--- config.mk ---
export PLATFORM = sky130hd
export DESIGN_NAME = line_buffer_scheduler
export DESIGN_NICKNAME = d
export VERILOG_FILES = /design/src/rtl/lb_sched_pkg.sv /design/src/rtl/lb_occupancy_tracker.sv /design/src/rtl/line_buffer_scheduler.sv
export SDC_FILE = /design/constraint.sdc
export NUM_CORES = 1
export LEC_CHECK = 0
export ABC_AREA = 1
export CAP_MARGIN = 0
export CORE_ASPECT_RATIO = 1.1
export CORE_UTILIZATION = 59
export CTS_BUF_LIST = sky130_fd_sc_hd__clkbuf_4 sky130_fd_sc_hd__clkbuf_8 sky130_fd_sc_hd__clkbuf_16
export CTS_CLUSTER_SIZE = 10
export DETAILED_ROUTE_END_ITERATION = 8
export GPL_TIMING_DRIVEN = 0
export PLACE_DENSITY_LB_ADDON = 0.25
export SLEW_MARGIN = 0
export SYNTH_ARGS = -nofsm -noshare
export SYNTH_HDL_FRONTEND = slang
export SYNTH_SLANG_ARGS = --single-unit
--- constraint.sdc ---
create_clock -name clk -period 3 [get_ports clk]
set_input_delay 0.75 -clock clk [delete_from_list [all_inputs] [get_ports clk]]
set_output_delay 0.75 -clock clk [all_outputs]
set_load 0.01 [all_outputs]
--- src/rtl/lb_sched_pkg.sv ---
// Shared types and constants for the line buffer scheduler and its occupancy tracker.
package lb_sched_pkg;

    localparam int N_BANKS = 4;
    localparam int BANK_W  = 2;
    localparam int OCC_W   = 3;

    typedef enum logic [2:0] {
        S_IDLE = 3'd0,
        S_WAIT = 3'd1,
        S_PROC = 3'd2,
        S_ADV  = 3'd3,
        S_DONE = 3'd4
    } state_t;

endpackage

--- src/rtl/lb_occupancy_tracker.sv ---
// Write/read bank pointers and line occupancy of the 4-bank circular line buffer,
// with a sticky overrun flag for a line written into a full buffer.
module lb_occupancy_tracker
    import lb_sched_pkg::*;
(
    input  logic              clk,
    input  logic              reset,
    input  logic              enable,
    input  logic              inc,
    input  logic              drop,
    input  logic              clear,
    output logic [BANK_W-1:0] wr_ptr,
    output logic [BANK_W-1:0] rd_base,
    output logic [OCC_W-1:0]  occ,
    output logic              err_overrun
);

    localparam logic [OCC_W-1:0] OCC_FULL = OCC_W'(N_BANKS);

    logic [BANK_W-1:0] wr_ptr_q, wr_ptr_d;
    logic [BANK_W-1:0] rd_base_q, rd_base_d;
    logic [OCC_W-1:0]  occ_q, occ_d;
    logic              err_q, err_d;

    always_comb begin
        wr_ptr_d  = wr_ptr_q;
        rd_base_d = rd_base_q;
        occ_d     = occ_q;
        err_d     = err_q;
        if (clear) begin
            wr_ptr_d  = '0;
            rd_base_d = '0;
            occ_d     = '0;
        end else if (enable) begin
            if (inc)
                wr_ptr_d = wr_ptr_q + 1'b1;
            if (drop)
                rd_base_d = rd_base_q + 1'b1;
            // A write into a full buffer still advances the pointer but cannot raise occupancy.
            if (inc && !drop) begin
                if (occ_q == OCC_FULL)
                    err_d = 1'b1;
                else
                    occ_d = occ_q + 1'b1;
            end else if (drop && !inc && occ_q != '0) begin
                occ_d = occ_q - 1'b1;
            end
        end
    end

    always_ff @(posedge clk or posedge reset) begin
        if (reset) begin
            wr_ptr_q  <= '0;
            rd_base_q <= '0;
            occ_q     <= '0;
            err_q     <= 1'b0;
        end else begin
            wr_ptr_q  <= wr_ptr_d;
            rd_base_q <= rd_base_d;
            occ_q     <= occ_d;
            err_q     <= err_d;
        end
    end

    assign wr_ptr      = wr_ptr_q;
    assign rd_base     = rd_base_q;
    assign occ         = occ_q;
    assign err_overrun = err_q;

endmodule

--- src/rtl/line_buffer_scheduler.sv ---
// Frame sequencer between the UART line importer and the 3x3 window filter:
// waits for three buffered lines, streams one row of columns, drops the oldest line, requests the next.
module line_buffer_scheduler
    import lb_sched_pkg::*;
#(
    parameter int LINE_W      = 512,
    parameter int IMG_H       = 512,
    parameter int ADDR_W      = 9,
    parameter int PRIME_LINES = 4
) (
    input  logic              clk,
    input  logic              reset,
    input  logic              start,
    input  logic              wr_line_done,
    input  logic              rd_ready,
    output logic [BANK_W-1:0] wr_bank,
    output logic [BANK_W-1:0] rd_bank_top,
    output logic [BANK_W-1:0] rd_bank_mid,
    output logic [BANK_W-1:0] rd_bank_bot,
    output logic [ADDR_W-1:0] rd_addr,
    output logic              rd_en,
    output logic [8:0]        out_row,
    output logic              line_req,
    output logic              busy,
    output logic              frame_done,
    output logic              err_overrun
);

    localparam logic [ADDR_W-1:0] LAST_COL  = ADDR_W'(LINE_W - 1);
    localparam logic [9:0]        REQ_MAX   = 10'(IMG_H);
    localparam logic [8:0]        LAST_ROWS = 9'(IMG_H - 2);

    state_t            state_q, state_d;
    logic [ADDR_W-1:0] rd_addr_q, rd_addr_d;
    logic [8:0]        row_cnt_q, row_cnt_d;
    logic [8:0]        out_row_q, out_row_d;
    logic [9:0]        req_cnt_q, req_cnt_d;
    logic              line_req_q, line_req_d;
    logic              frame_done_q, frame_done_d;

    logic [BANK_W-1:0] wr_ptr;
    logic [BANK_W-1:0] rd_base;
    logic [OCC_W-1:0]  occ;
    logic [8:0]        row_nxt;

    lb_occupancy_tracker u_occ (
        .clk         (clk),
        .reset       (reset),
        .enable      (state_q != S_IDLE),
        .inc         (wr_line_done),
        .drop        (state_q == S_ADV),
        .clear       (state_q == S_DONE),
        .wr_ptr      (wr_ptr),
        .rd_base     (rd_base),
        .occ         (occ),
        .err_overrun (err_overrun)
    );

    assign rd_en   = (state_q == S_PROC) && rd_ready;
    assign row_nxt = row_cnt_q + 9'd1;

    always_comb begin
        state_d      = state_q;
        rd_addr_d    = rd_addr_q;
        row_cnt_d    = row_cnt_q;
        out_row_d    = out_row_q;
        req_cnt_d    = req_cnt_q;
        line_req_d   = 1'b0;
        frame_done_d = 1'b0;
        case (state_q)
            S_IDLE: begin
                if (start) begin
                    state_d   = S_WAIT;
                    req_cnt_d = 10'(PRIME_LINES);
                    row_cnt_d = '0;
                    out_row_d = 9'd1;
                    rd_addr_d = '0;
                end
            end
            S_WAIT: begin
                if (occ >= 3'd3)
                    state_d = S_PROC;
            end
            S_PROC: begin
                if (rd_en) begin
                    if (rd_addr_q == LAST_COL) begin
                        rd_addr_d = '0;
                        state_d   = S_ADV;
                    end else begin
                        rd_addr_d = rd_addr_q + 1'b1;
                    end
                end
            end
            S_ADV: begin
                row_cnt_d = row_nxt;
                out_row_d = out_row_q + 9'd1;
                if (req_cnt_q < REQ_MAX) begin
                    line_req_d = 1'b1;
                    req_cnt_d  = req_cnt_q + 10'd1;
                end
                // frame_done is registered so it is high for exactly the S_DONE cycle.
                if (row_nxt == LAST_ROWS) begin
                    state_d      = S_DONE;
                    frame_done_d = 1'b1;
                end else begin
                    state_d = S_WAIT;
                end
            end
            S_DONE: state_d = S_IDLE;
            default: state_d = S_IDLE;
        endcase
    end

    always_ff @(posedge clk or posedge reset) begin
        if (reset) begin
            state_q      <= S_IDLE;
            rd_addr_q    <= '0;
            row_cnt_q    <= '0;
            out_row_q    <= '0;
            req_cnt_q    <= '0;
            line_req_q   <= 1'b0;
            frame_done_q <= 1'b0;
        end else begin
            state_q      <= state_d;
            rd_addr_q    <= rd_addr_d;
            row_cnt_q    <= row_cnt_d;
            out_row_q    <= out_row_d;
            req_cnt_q    <= req_cnt_d;
            line_req_q   <= line_req_d;
            frame_done_q <= frame_done_d;
        end
    end

    assign busy       = (state_q != S_IDLE);
    assign wr_bank    = wr_ptr;
    // Read banks present zero while idle so the block comes out of reset with all outputs low.
    assign rd_bank_top = busy ? rd_base          : '0;
    assign rd_bank_mid = busy ? rd_base + 2'd1   : '0;
    assign rd_bank_bot = busy ? rd_base + 2'd2   : '0;
    assign rd_addr    = rd_addr_q;
    assign out_row    = out_row_q;
    assign line_req   = line_req_q;
    assign frame_done = frame_done_q;

endmodule

[After elaboration in Yosys (flattened, before gate mapping)]
Cells that the tools add are included.
Word-level totals
  register bits: 50
  bits of input ports: 5
  output and inout port bits: 31
  word-level logic and storage cells: 93
Cells by class
  add/sub/neg operators: 9
  $lt $le $gt $ge: 2
  equal/unequal tests: 13
  multiplexer cells: 34
  bitwise operators: 1
  reduce and logical (&&, ||, !) cells: 23
Operators with widths (count)
  9-bit one-hot mux with 2 select lines: 3
  9-bit two-way mux: 4
  3-bit two-way mux: 10
  9-bit by 1-bit adder with 9-bit output (second input constant): 3
  10-bit two-way mux: 2
  10-bit one-hot mux with 2 select lines: 1
  9-bit equality test (second input constant): 2
  2-bit two-way mux: 9
  3-bit one-hot mux with 4 select lines: 1
  10-bit by 1-bit adder with 10-bit output (second input constant): 1
  10-bit < comparator (second input constant): 1
  2-bit nonzero test: 5
  3-bit AND reduction: 3
  3-bit nonzero test: 3
  2-bit inequality test (second input constant): 4
  4-bit AND reduction: 2
  3-bit by 2-bit equality test with 1-bit output (second input constant): 2
  3-bit equality test (second input constant): 2
  2-bit AND reduction: 3
  2-bit by 1-bit adder with 2-bit output (second input constant): 2
  1-bit logical AND: 4
  1-bit two-way mux: 4
  3-bit by 1-bit adder with 3-bit output (second input constant): 1
  3-bit by 1-bit equality test with 1-bit output (second input constant): 1
  other kinds (8): 9

[Logic depth before layout (Yosys ltp)]
Gate-level depths: netlist of run 1.
  depth in word-level cells: 7
  mapped depth: 12
  gate-level depth less buffers: 12

[Modules after synthesis]
From an unflattened synthesis of run 1, not the netlist that was laid out.
Unflattened totals
  cells, all modules: 349
  area total of the unflattened synthesis: 2790.2 um^2
Modules (own cells, without submodules)
  line_buffer_scheduler: instances 1, cells each 294, area an instance 2357.3 um^2
  lb_occupancy_tracker: instances 1, cells each 55, area an instance 432.9 um^2

[Least setup slack after synthesis of run 1]
OpenSTA, ideal clock, no wires.
  kind: register to register
  start point: reg rd_addr_q[0], in the netlist rd_addr[0]
  end point: reg rd_addr_q[6], in the netlist rd_addr[6]
  setup time: 71 ps
  arrival time: 1675 ps
  path slack: 1254 ps
  stages on the path, launching flop included: 10
  path buffers: 0
  cells stage by stage: dfrtp_1 -> ha_1 -> nand2_1 -> nor3_1 -> ha_1 -> nor4_1 -> nor2_2 -> inv_1 -> o21ai_0 -> nor2_1
On the way
  longest elaborated chain between the ends: 4
  elaborated cells on any way between the ends: 5
Ends and longest elaborated chain
  start, declared: line line_buffer_scheduler.sv:34  | logic [ADDR_W-1:0] rd_addr_q, rd_addr_d;
  start signal, assigned: line line_buffer_scheduler.sv:125  | rd_addr_q <= rd_addr_d;
  9-bit by 1-bit adder with 9-bit output / 9-bit equality test (equally long branches): line line_buffer_scheduler.sv:90, line_buffer_scheduler.sv:86
  9-bit two-way mux *: line line_buffer_scheduler.sv:86  | if (rd_addr_q == LAST_COL) begin
  9-bit two-way mux *: line line_buffer_scheduler.sv:85  | if (rd_en) begin
  9-bit one-hot mux with 2 select lines *: line line_buffer_scheduler.sv:70  | case (state_q)
Every way passes the cells marked *; elsewhere a longest branch is shown, timed or not. The select of a mux whose other input is x is not followed.
A chain may end at the register's enable or synchronous reset.

[Worst setup path after layout of run 1]
  start point: in rd_ready
  end point: out rd_en
On the way
  longest elaborated chain between the ends: 1
Ends and longest elaborated chain
  start, declared: line line_buffer_scheduler.sv:15  | input logic rd_ready,
  1-bit logical AND: line line_buffer_scheduler.sv:59  | assign rd_en = (state_q == S_PROC) && rd_ready;
  end, declared: line line_buffer_scheduler.sv:21  | output logic rd_en,
No other way between the ends.

==> run_results.csv, run 1 <==
group,metric,value,unit
synth,yosys_warnings,0,
grt,grt_pass1_vias,2306,
synth,synthesis.area,2710,sq um
synth,ys_seq_elements,50,
floorplan,core-area,4350,sq um
worst_setup_path,crit_arrival,1.96,ns
clock_network,cts-buffers-inserted,5,
clock_network,cts_max_level,2,
timing,fin_worst_skew,0.00493,ns
timing,slew_viol_final,0,
flow_run,maxCapViolCount,0,
grt,grt_pass1_wl,9760,um
synth,synth.top_cell.area_share,0.462,
cells_and_area,multiInputGateArea,1220,sq um
floorplan,fp-row-count,25,
placed_design,gp_congestion,0.874,
worst_setup_path,worstPathMaxFanout,2,
worst_setup_path,r2r_cells,9,
worst_setup_path,reg2reg_slack,0.96,ns
route,vias_per_cell,5.34,
clock_network,cts_root_buf,"clkbuf_8",
worst_setup_path,crit_path_end,"rd_en",
timing,max_freq,369,MHz
route,wire_per_inst,12.7,um
synth,syn_inst,344,
cells_and_area,seqCellArea,1250,sq um
timing,tightest_slew,0.629,ns
synth,ys_top_cells_by_area,"dfrtp_1 46%, nand2_1 11%, inv_1 6.5%, nand3_1 6.1%, nor2_1 5.3%",
synth,yosys.area_share.adder,0.0351,
worst_setup_path,crit_type,"input pin to output port",
floorplan,die_w,66.6,um
clock_network,cts-resized-gates,0,
clock_network,post_cts_buffers,0,
synth,synth-simple-area-share,0.311,
synth,synth_seq_area_share,0.462,
synth,synth_nets,356,
route,vias,2359,
pwr,cellPowerDensity,838,nW/um^2
clock_network,clk_transition_reported_paths,0.09,ns
route,drt_iter0_markers,148,
cells_and_area,diodes,0,
route,wl,5610,um
cells_and_area,fillers,337,
timing,hold_viol,0,
synth,synth.largest_area_cell,"dfrtp_1",
route,drtPass1Iterations,4,
placed_design,portBuffers,35,
floorplan,ioPinCount,36,
clock_network,ctsHoldBuffers,0,
clock_network,cts_buffer_depth,2,
cells_and_area,area_delta_synth_final,19.7,%
worst_setup_path,r2r-start,"rd_addr[0]$_DFFE_PP0P_",
timing,tns,0,ns
grt,antenna_found_initial,0,
worst_setup_path,cp-start-kind,"input pin",
route,route.detailed.drc,0,
run_status,outcome,"complete, no violations",
hold_path,hp-class,"register to register",
pwr,max-vdd-ir-drop,0.691,mV
synth,synth_area_per_cell,7.87,sq um
timing,setup_viol_count_final,0,
cells_and_area,final_nets,399,
synth,synth_mux_area_frac,0.00831,
synth,synth_top_family_by_area,"simple AND/OR/NAND/NOR gates",
worst_setup_path,worstPathRequired,2.25,ns
hold_path,min_from,"u_occ.err_overrun$_DFFE_PP0P_",
worst_setup_path,endpoint_kind,"output port",
clock_network,cts_tree,"done",
cells_and_area,final_cell_mix,"77 x nand2_1, 50 x dfrtp_1, 46 x inv_1",
clock_network,clock_latency,0.30,ns
timing,max_slew_margin,0.577,
floorplan,dieArea,4870,sq um
floorplan,initial_core_util,0.623,
timing,period_needed,2.71,ns
grt,grt_max_degree,42,
clock_network,clkSinkCount,50,
timing,fin_crit_sh,0.903,
worst_setup_path,rr_endpoint,"rd_addr[7]$_DFFE_PP0P_",
route,postRouteAntennaNets,0,
timing,rsz0062_at_grt,"false",
floorplan,die-height,73.1,um
cells_and_area,stdcell_count,442,
cells_and_area,final_common_cell,"nand2_1",
grt,track_usage,0.261,
grt,overflow,0,
placed_design,dp_cells,434,
placed_design,dp_hpwl,4090,um
synth,yosysUniqueCellTypes,33,
synth,synth_compound_area_frac,0.0855,
cells_and_area,drive_gt1_frac,0.106,
pwr,p_leak,1.59,nW
synth,synth_xor_area_frac,0.00970,
worst_setup_path,crit_start,"rd_ready",
-- power by group --
part           leakage [nW]  switching [W]  internal [W]
logic                 0.878       0.000717      0.000542
registers             0.660       0.000195      0.000847
clock network        0.0517       0.000220      0.000196
total                  1.59        0.00113       0.00159
-- worst min-delay path by stage --
| stage | depth (start not counted) | endpoint | slack, ns |
|---|---|---|---|
| 2_1_floorplan | 2 | req_cnt_q[2]$_DFFE_PP0P_ | 0.50 |
| 3_3_place_gp | 2 | u_occ.err_overrun$_DFFE_PP0P_ | 0.45 |
| 3_5_place_dp | 2 | u_occ.err_overrun$_DFFE_PP0P_ | 0.45 |
| 4_1_cts | 2 | u_occ.err_overrun$_DFFE_PP0P_ | 0.48 |
| 5_1_grt | 2 | u_occ.err_overrun$_DFFE_PP0P_ | 0.50 |
| 6_report | 2 | u_occ.err_overrun$_DFFE_PP0P_ | 0.48 |
-- per-stage QoR --
stage	utilization	setup slack, ns	hold slack [ns]	total power (W)	area [sq um]
5_1_grt	0.746	0.237	0.504	0.00295	3240
3_5_place_dp	0.724	0.283	0.454	0.00231	3150
6_report	0.746	0.290	0.475	0.00272	3240
4_1_cts	0.746	0.280	0.477	0.00273	3240
3_3_place_gp	0.719	0.109	0.449	0.00226	3130
2_1_floorplan	-	1.05	0.496	0.00184	2710
-- cells in the mapped netlist --
master and n:
a21boi_2 1, a21oi_1 8, a22o_1 1, buf_2 3, buf_4 2, buf_6 1
dfrtp_1 50, fa_1 1, ha_1 6, inv_1 47, inv_2 4, inv_4 1
mux2_2 2, nand2_1 77, nand2_2 1, nand2_4 5, nand3_1 33, nand3_2 2
nand4_1 6, nor2_1 38, nor2_2 4, nor2_4 2, nor3_1 10, nor3_2 1
nor4_1 1, o211ai_1 2, o21ai_0 25, o21ai_1 1, o22ai_1 3, o31ai_1 1
or2_2 2, xnor2_1 2, xor2_1 1
-- cells by family after synthesis --
family | count (synthesis)
simple gates | 182
buf+inv | 58
flops | 50
compound gates | 42
fa+ha+maj | 7
xor+xnor | 3
mux | 2
-- critical path: stages --
cell,delay (ns)
clkdlybuf4s50_1,0.49
nand2_1,0.11
inv_1,0.08
clkdlybuf4s50_1,0.52
-- sequential cells by signal (all words and copies together) (netlist names) --
name               flops
u_occ.wr_ptr           2
req_cnt_q             10
state_q                3
frame_done             1
rd_addr                9
out_row                9
line_req               1
u_occ.err_overrun      1
u_occ.rd_base          2
row_cnt_q              9
u_occ.occ              3
-- routing by layer --
layer | up-vias | GRT usage | wire [um]
met5 | - | 0 | 0
met4 | 0 | 0.0946 | 78
met3 | 10 | 0.0484 | 262
met2 | 63 | 0.440 | 2790
met1 | 1098 | 0.333 | 2480
li1 | 1188 | - | -
-- layout make-up --
class	count	area share
Inverter	52	0.0610
Tap cell	54	0.0208
Timing Repair Buffer	36	0.114
Clock buffer	7	0.0278
Sequential cell	50	0.386
Clock inverter	1	0.00154
Buffer	6	0.0127
Multi-Input combinational cell	236	0.376
(Power assumes the default switching activity.)
==> run 2: changes to the inputs <==
- CTS_CLUSTER_SIZE: 10 -> 40
- SETUP_SLACK_MARGIN: not set -> 0.3
==> run_results.csv, run 2 (synthesis results as in run 1) <==
group,metric,value,unit
clock_network,cts_buffer_depth,2,
grt,grt_max_degree,42,
worst_setup_path,crit_arrival,1.80,ns
worst_setup_path,endpoint_kind,"output port",
pwr,max-vdd-ir-drop,0.691,mV
route,vias,2363,
cells_and_area,area_delta_synth_final,19.6,%
clock_network,cts-buffers-inserted,5,
clock_network,clock_latency,0.30,ns
cells_and_area,drive_gt1_frac,0.106,
placed_design,dp_hpwl,4090,um
clock_network,clkSinkCount,50,
timing,tightest_slew,0.629,ns
cells_and_area,diodes,0,
hold_path,min_from,"u_occ.err_overrun$_DFFE_PP0P_",
timing,rsz0062_at_grt,"false",
route,drtPass1Iterations,4,
route,wire_per_inst,12.7,um
cells_and_area,final_cell_mix,"77 x nand2_1, 50 x dfrtp_1, 46 x inv_1",
cells_and_area,final_util,0.745,
floorplan,die-height,73.1,um
worst_setup_path,reg2reg_slack,0.96,ns
worst_setup_path,rr_endpoint,"rd_addr[7]$_DFFE_PP0P_",
placed_design,portBuffers,35,
worst_setup_path,r2r_cells,9,
hold_path,min_path_cells,2,
grt,grt_pass1_wl,9760,um
placed_design,place_area,3150,sq um
worst_setup_path,cp_top_family,"buffers and inverters",
floorplan,core-area,4350,sq um
timing,setup_viol_count_final,0,
placed_design,gp_congestion,0.874,
route,vias_per_cell,5.35,
timing,setup_slack,0.453,ns
floorplan,dieArea,4870,sq um
floorplan,initial_core_util,0.623,
timing,max_slew_margin,0.577,
worst_setup_path,cp-start-kind,"register",
hold_path,hp-class,"register to register",
clock_network,ctsHoldBuffers,0,
cells_and_area,fillers,338,
grt,grt_pass1_vias,2306,
cells_and_area,final_nets,399,
clock_network,cts_tree,"done",
worst_setup_path,r2r-start,"rd_addr[0]$_DFFE_PP0P_",
worst_setup_path,path_buf_inv,3,
worst_setup_path,cpPeakStageDelay,0.46,ns
floorplan,ioPinCount,36,
worst_setup_path,cp_cell_sequence,"inv_2, nand2_4, nor2_4, nor2_1, buf_4, clkdlybuf4s50_1",
cells_and_area,final_common_cell,"nand2_1",
worst_setup_path,crit_type,"register to output port",
route,wl,5610,um
route,postRouteAntennaNets,0,
route,route.detailed.drc,0,
run_status,outcome,"complete, no violations",
hold_path,hold-path-endpoint,"u_occ.err_overrun$_DFFE_PP0P_",
clock_network,cts_root_buf,"clkbuf_8",
pwr,cellPowerDensity,838,nW/um^2
timing,hold_viol,0,
worst_setup_path,critPathSlowestCell,"dfrtp_1",
clock_network,cts_max_level,2,
timing,slew_viol_final,0,
placed_design,dpl_worst_slack,0.283,ns
flow_run,maxCapViolCount,0,
grt,antenna_found_initial,0,
timing,fin_worst_skew,0.00489,ns
floorplan,fp-row-count,25,
grt,track_usage,0.261,
pwr,p_leak,1.59,nW
route,drt_iter0_markers,148,
timing,period_needed,2.55,ns
worst_setup_path,worstPathRequired,2.25,ns
timing,fin_crit_sh,0.849,
cells_and_area,top_register,"req_cnt_q",
worst_setup_path,worstPathMaxFanout,7,
timing,hold-worst-slack,0.475,ns
timing,tns,0,ns
grt,overflow,0,
timing,max_freq,393,MHz
clock_network,clk_transition_reported_paths,0.09,ns
floorplan,die_w,66.6,um
cells_and_area,stdcell_area,3240,sq um
cells_and_area,largest_reg_flops,10,
## run 2: layout make-up
| cell class | instances | area (sq um) | area share |
|---|---|---|---|
| Sequential cell | 50 | 1250 | 0.386 |
| Multi-Input combinational cell | 236 | 1220 | 0.376 |
| Timing Repair Buffer | 36 | 369 | 0.114 |
| Inverter | 52 | 198 | 0.0610 |
| Clock buffer | 7 | 90.1 | 0.0278 |
| Tap cell | 54 | 67.6 | 0.0208 |
| Buffer | 6 | 41.3 | 0.0127 |
| Clock inverter | 1 | 5.00 | 0.00154 |
## run 2: stage by stage
stage               instances  power, W
floorplan                 344   0.00184
global placement          433   0.00226
detailed placement        434   0.00231
CTS                       442   0.00273
global route              442   0.00295
finish                    442   0.00272
## run 2: worst max-delay path by stage
stage,from,endpoint,slack [ns],cells after the start
5_1_grt,state_q[0]$_DFFE_PP0P_,rd_bank_top[0],0.34,6
3_3_place_gp,reset,row_cnt_q[1]$_DFFE_PP0P_,0.11,2
3_5_place_dp,rd_ready,rd_en,0.28,4
4_1_cts,state_q[0]$_DFFE_PP0P_,rd_bank_top[0],0.44,6
6_report,state_q[0]$_DFFE_PP0P_,rd_bank_top[0],0.45,6
2_1_floorplan,reset,frame_done$_DFF_PP0_,1.05,1
## run 2: repair_timing
item | 4_1_cts | 5_1_grt
endpoints found under the setup margin | 1 | 0
gates resized for setup | 1 | 0
setup buffers | 0 | 0
## run 2: per-layer routing
layer  GRT usage  part of all wire  vias up
li1            -                 -     1188
met1       0.333              0.45     1102
met2       0.440              0.50       63
met3      0.0484             0.043       10
met4      0.0946             0.014        0
met5           0                 0        -
## run 2: worst min-delay path, delay by kind of cell (launching register included)
family / cells / cell delay [ns]
flip-flops: 1 / 0.36
buffers and inverters: 1 / 0.04
AND/OR/NAND/NOR: 1 / 0.05
## run 2: power by group
group	switching (W)	internal, W	leakage, nW
Clock	0.000220	0.000196	0.0517
Combinational	0.000717	0.000540	0.882
Sequential	0.000196	0.000847	0.660
==> run 3: changes to the inputs <==
- CORE_UTILIZATION: 59 -> 55
- clock period: 3 -> 2.6 ns (I/O delays scaled with it)
==> run_results.csv, run 3 (synthesis results as in run 1) <==
group,metric,value,unit
grt,grt_max_degree,41,
route,vias,2367,
timing,fin_crit_sh,0.863,
pwr,p_comb_frac,0.460,
worst_setup_path,worstPathRequired,1.95,ns
timing,period_needed,2.24,ns
worst_setup_path,r2r_cells,9,
timing,slew_viol_final,0,
cells_and_area,stdcell_area,3300,sq um
timing,max_slew_margin,0.612,
clock_network,cts-buffers-inserted,5,
grt,grt_pass1_wl,9100,um
run_status,outcome,"complete, no violations",
floorplan,die_w,68.9,um
hold_path,hp-class,"register to register",
timing,setup_viol_count_final,0,
cells_and_area,diodes,0,
worst_setup_path,endpoint_kind,"output port",
worst_setup_path,reg2reg_slack,0.60,ns
worst_setup_path,critPathSlowestCell,"clkdlybuf4s50_1",
worst_setup_path,crit_type,"input pin to output port",
grt,grt_pass1_vias,2116,
worst_setup_path,crit_path_end,"rd_en",
timing,fin_worst_skew,0.00896,ns
clock_network,cts_buffer_depth,2,
placed_design,place_area,3150,sq um
timing,rsz0062_at_grt,"true",
clock_network,cts_tree,"done",
floorplan,die-height,75.6,um
timing,tightest_slew,0.576,ns
cells_and_area,final_cell_mix,"76 x nand2_1, 48 x dfrtp_1, 46 x inv_1",
route,postRouteAntennaNets,0,
cells_and_area,largest_reg_flops,10,
timing,max_freq,446,MHz
pwr,power.internal,0.00192,W
worst_setup_path,rr_endpoint,"rd_addr[6]$_DFFE_PP0P_",
grt,gr-usage-met3,0.0434,
floorplan,ioPinCount,36,
clock_network,cts_root_buf,"clkbuf_8",
grt,overflow,0,
route,drtPass1Iterations,4,
floorplan,initial_core_util,0.578,
worst_setup_path,cp_cell_sequence,"clkdlybuf4s50_1, nand2_2, inv_1, dlygate4sd2_1",
floorplan,fp-row-count,26,
route,route.detailed.drc,0,
route,vias_per_cell,5.28,
grt,top_usage_layer,"met2",
pwr,max-vdd-ir-drop,0.732,mV
cells_and_area,drive_gt1_frac,0.122,
pwr,clkPwrFrac,0.172,
clock_network,cts_max_level,2,
worst_setup_path,r2r-start,"rd_addr[0]$_DFFE_PP0P_",
cells_and_area,stdcell_count,448,
cells_and_area,top_register,"req_cnt_q",
cells_and_area,final_nets,403,
cells_and_area,final_common_cell,"nand2_1",
pwr,power_frac_seq,0.369,
clock_network,clk_transition_reported_paths,0.09,ns
route,wl,5460,um
flow_run,maxCapViolCount,0,
grt,antenna_found_initial,0,
timing,hold-worst-slack,0.469,ns
cells_and_area,area_delta_synth_final,21.9,%
route,drt_iter0_markers,114,
pwr,power.total,0.00324,W
grt,use_met2,0.383,
hold_path,min_path_cells,2,
floorplan,dieArea,5210,sq um
timing,hold_viol,0,
pwr,p_sw,0.00131,W
worst_setup_path,crit_arrival,1.59,ns
grt,use_met1,0.308,
worst_setup_path,worstPathMaxFanout,2,
worst_setup_path,cpPeakStageDelay,0.52,ns
worst_setup_path,crit_start,"rd_ready",
placed_design,dp_hpwl,3940,um
pwr,p_sw_frac,0.406,
clock_network,clock_latency,0.30,ns
placed_design,portBuffers,35,
pwr,cellPowerDensity,980,nW/um^2
placed_design,gp_congestion,0.829,
route,wire_per_inst,12.2,um
placed_design,dp_cells,436,
worst_setup_path,cp-start-kind,"input pin",
clock_network,ctsHoldBuffers,0,
grt,track_usage,0.236,
pwr,p_leak,1.63,nW
floorplan,core-area,4680,sq um
clock_network,clkSinkCount,50,
==> run 3: how the worst min path moves through the flow <==
stage,from,endpoint
global placement,u_occ.err_overrun$_DFFE_PP0P_,u_occ.err_overrun$_DFFE_PP0P_
finish,u_occ.err_overrun$_DFFE_PP0P_,u_occ.err_overrun$_DFFE_PP0P_
CTS,u_occ.err_overrun$_DFFE_PP0P_,u_occ.err_overrun$_DFFE_PP0P_
global route,u_occ.err_overrun$_DFFE_PP0P_,u_occ.err_overrun$_DFFE_PP0P_
detailed placement,u_occ.err_overrun$_DFFE_PP0P_,u_occ.err_overrun$_DFFE_PP0P_
floorplan,req_cnt_q[2]$_DFFE_PP0P_,req_cnt_q[2]$_DFFE_PP0P_
==> run 3: area by class of cell <==
type / instances / area [sq um]
repair buffers: 40 / 398
fillers: 375 / 1380
clock inverters: 2 / 37.5
plain buffers: 6 / 41.3
inverters: 52 / 198
multi-input cells: 236 / 1230
clock buffers: 6 / 76.3
well taps: 56 / 70.1
flip-flops and latches: 50 / 1250
==> run 3: critical path: cells and delay by family <==
| family | cells | cell delay, ns |
|---|---|---|
| buffers and inverters | 3 | 0.85 |
| AND/OR/NAND/NOR | 1 | 0.09 |
==> run 3: per-stage QoR <==
stage               utilization  TNS, ns  setup WS [ns]
floorplan                     -        0          0.749
global placement          0.668   -10.56         -0.213
detailed placement        0.672        0         0.0702
CTS                       0.704        0          0.327
global route              0.705        0          0.285
finish                    0.705        0          0.356
==> run 3: metal layers <==
layer  routed length (um)  part of all wire
met5                    0                 0
met1                 2490              0.46
met4                  116             0.021
met2                 2650              0.49
met3                  200             0.037
==> run 3: power groups by stage <==
stage               Combinational, W  Clock (W)  Sequential [W]
floorplan                   0.000921          0         0.00120
global placement             0.00140          0         0.00120
detailed placement           0.00145          0         0.00121
CTS                          0.00150   0.000573         0.00119
global route                 0.00168   0.000597         0.00122
finish                       0.00149   0.000557         0.00119
==> run 3: what timing repair did <==
item	in CTS	in global routing
pin swaps	1	1
gates cloned	0	0
resized for setup	7	2
setup endpoints to repair	8	4
buffers inserted	4	0
==> patch, RTL diff (settings of run 3) <==
Reset style: synchronous (`reset`), changed in 2 clocked blocks.
--- a/src/rtl/lb_occupancy_tracker.sv
+++ b/src/rtl/lb_occupancy_tracker.sv
@@ -50,3 +50,3 @@
 
-    always_ff @(posedge clk or posedge reset) begin
+    always_ff @(posedge clk) begin
         if (reset) begin
--- a/src/rtl/line_buffer_scheduler.sv
+++ b/src/rtl/line_buffer_scheduler.sv
@@ -113,3 +113,3 @@
 
-    always_ff @(posedge clk or posedge reset) begin
+    always_ff @(posedge clk) begin
         if (reset) begin
Formal check against the unedited RTL: differs if reset is asserted again (counterexample within 4 cycles, from zero or initial values and one cycle with reset high); with reset held inactive, the same outputs for 10 cycles.
==> patch against run 3 <==
- routed wire length is 5.4% lower
- final area shrank 7.2%
- sequential cell count did not move
- die area shrank 7.6%
- critical path type is now reg -> out
- combinational power decreased by 41%
- count of clock-buffer cells in the layout did not move
- area after synthesis fell by 7.8%
- synthesized cell count grew 3.5%
- register-to-register slack better by 0.10 ns
- power is 30% lower
- setup slack got worse by 0.026 ns
==> patch: results (changes against run 3) <==
crit_fanout: 5  # +3
power.leakage_nw: 1.266  # -22%
grt_antenna_before_repair: 0  # unchanged
gp_congestion: 0.8124  # -2.0%
place_area_um2: 2915  # -7.4%
p_sw_mw: 0.8277  # -37%
port_buffers: 35  # unchanged
drt_pass1_iterations: 4  # unchanged
status: "completed"
track_usage: 0.2336  # -0.002364
drive_above_1_share: 0.08955  # -0.03290
critPathLaunch: "state_q[1]"
irDropWorstVdd_v: 0.0005388  # -26%
htree_levels: 2  # unchanged
grt_pass1_vias: 2155  # +1.8%
nFillCells: 369  # -1.6%
synth_cell_type_count: 37  # +12%
cts_buffers: 5  # unchanged
yosysWarnings: 0  # unchanged
regMostFlops: "req_cnt_q"
avgSynthCellArea_um2: 7.015  # -11%
dp.cells: 445  # +2.1%
p_seq_mw: 0.951  # -20%
synthesis.nets: 368  # +3.4%
clk_pin_slew_worst_paths_ns: 0.08
slowest_delay_ns: 0.47  # -0.05 ns
worst_pin_slew_ns: 0.5368  # -0.03921 ns
slowest_stage: "clkdlybuf4s50_1"
num_vias: 2339  # -1.2%
synth.area.top_cells: "dfxtp_1 (40%), nand2_1 (11%), a21oi_1 (6.8%)"
crit-reg2reg-launch: "rd_addr[0]"
grt_pass1_wl_mm: 8.811  # -3.2%
drtIter0Drc: 102  # -11%
grt_max_degree: 14  # -66%
crit_family: "buffers and inverters"
async_flop_share: 0  # -1.000
pg_clk_mw: 0.451  # -19%
crit_arrival_ns: 1.62  # +0.03 ns
skew_ns: 0.01298  # +0.004023 ns
clkLatencyLatePin_ns: 0.31
wire_per_inst_um: 11.33  # -7.1%
largest_reg_flops: 10  # unchanged
nets: 415  # +3.0%
hpwlAfterDp_mm: 3.670  # -6.9%
place_ws_ns: 0.1155  # +0.04522 ns
grt-ovfl-total: 0  # unchanged
instances_no_fill: 456  # +1.8%
ys_seq_area_frac: 0.4008  # -0.06109
synth_common_cells: "nand2_1 (74), dfxtp_1 (50), nor2_1 (44)"
cts_buffer_depth: 2  # unchanged
hp-start: "req_cnt_q[7]"
==> patch: cell types whose count changed after synthesis, sizes merged, moves of 5 or more <==
cell   before  now
dfrtp      50    0
dfxtp       0   50
a21oi       8   35
nand3      35   22
inv        52   47
==> patch: layout make-up <==
cell class	count	share of cell area
clock buffer	6	0.02694
sequential	50	0.3278
buffer	7	0.01061
tap	54	0.02204
multi-input combinational	251	0.4188
inverter	48	0.05959
timing repair buffer	40	0.1343
==> patch: metrics by stage <==
stage / hold WS, ns / power (mW) / util
4_1_cts: 0.4513 / 2.263 / 0.7032
2_1_floorplan: 0.4116 / 1.464 / -
3_3_place_gp: 0.4305 / 1.714 / 0.6754
3_5_place_dp: 0.4352 / 1.728 / 0.6754
5_1_grt: 0.4768 / 2.422 / 0.7101
6_report: 0.4474 / 2.278 / 0.7101
==> patch: metal layers <==
metal	track usage	wire, µm
met1	0.2725	2457
met2	0.4138	2473
met3	0.05469	174
met4	0.08274	60
met5	0	0
==> patch: kinds of logic (layout without fill, tap and decap cells) <==
logic type / after synthesis / after routing / share of synthesized area
fa+ha+maj: 7 / 7 / 0.03808
flops: 50 / 50 / 0.4008
buf+inv: 55 / 101 / 0.08617
xor+xnor: 6 / 6 / 0.02104
simple gates: 170 / 170 / 0.3031
compound gates: 68 / 68 / 0.1508
==> patch: what timing repair did <==
action | 4_1_cts | 5_1_grt
buffers inserted | 3 | 2
endpoints found under the setup margin | 3 | 7
cloned | 0 | 0
gates resized for setup | 4 | 6
pin swaps | 1 | 1
==> patch: worst paths after layout <==
kind	depth (start not counted)	slack, ns	end
worst max-delay path	6	0.33	rd_bank_top[0]
worst min-delay path	1	0.45	req_cnt_q[8]
worst min register to register	1	0.45	req_cnt_q[8]
worst max register to register	14	0.70	state_q[1]
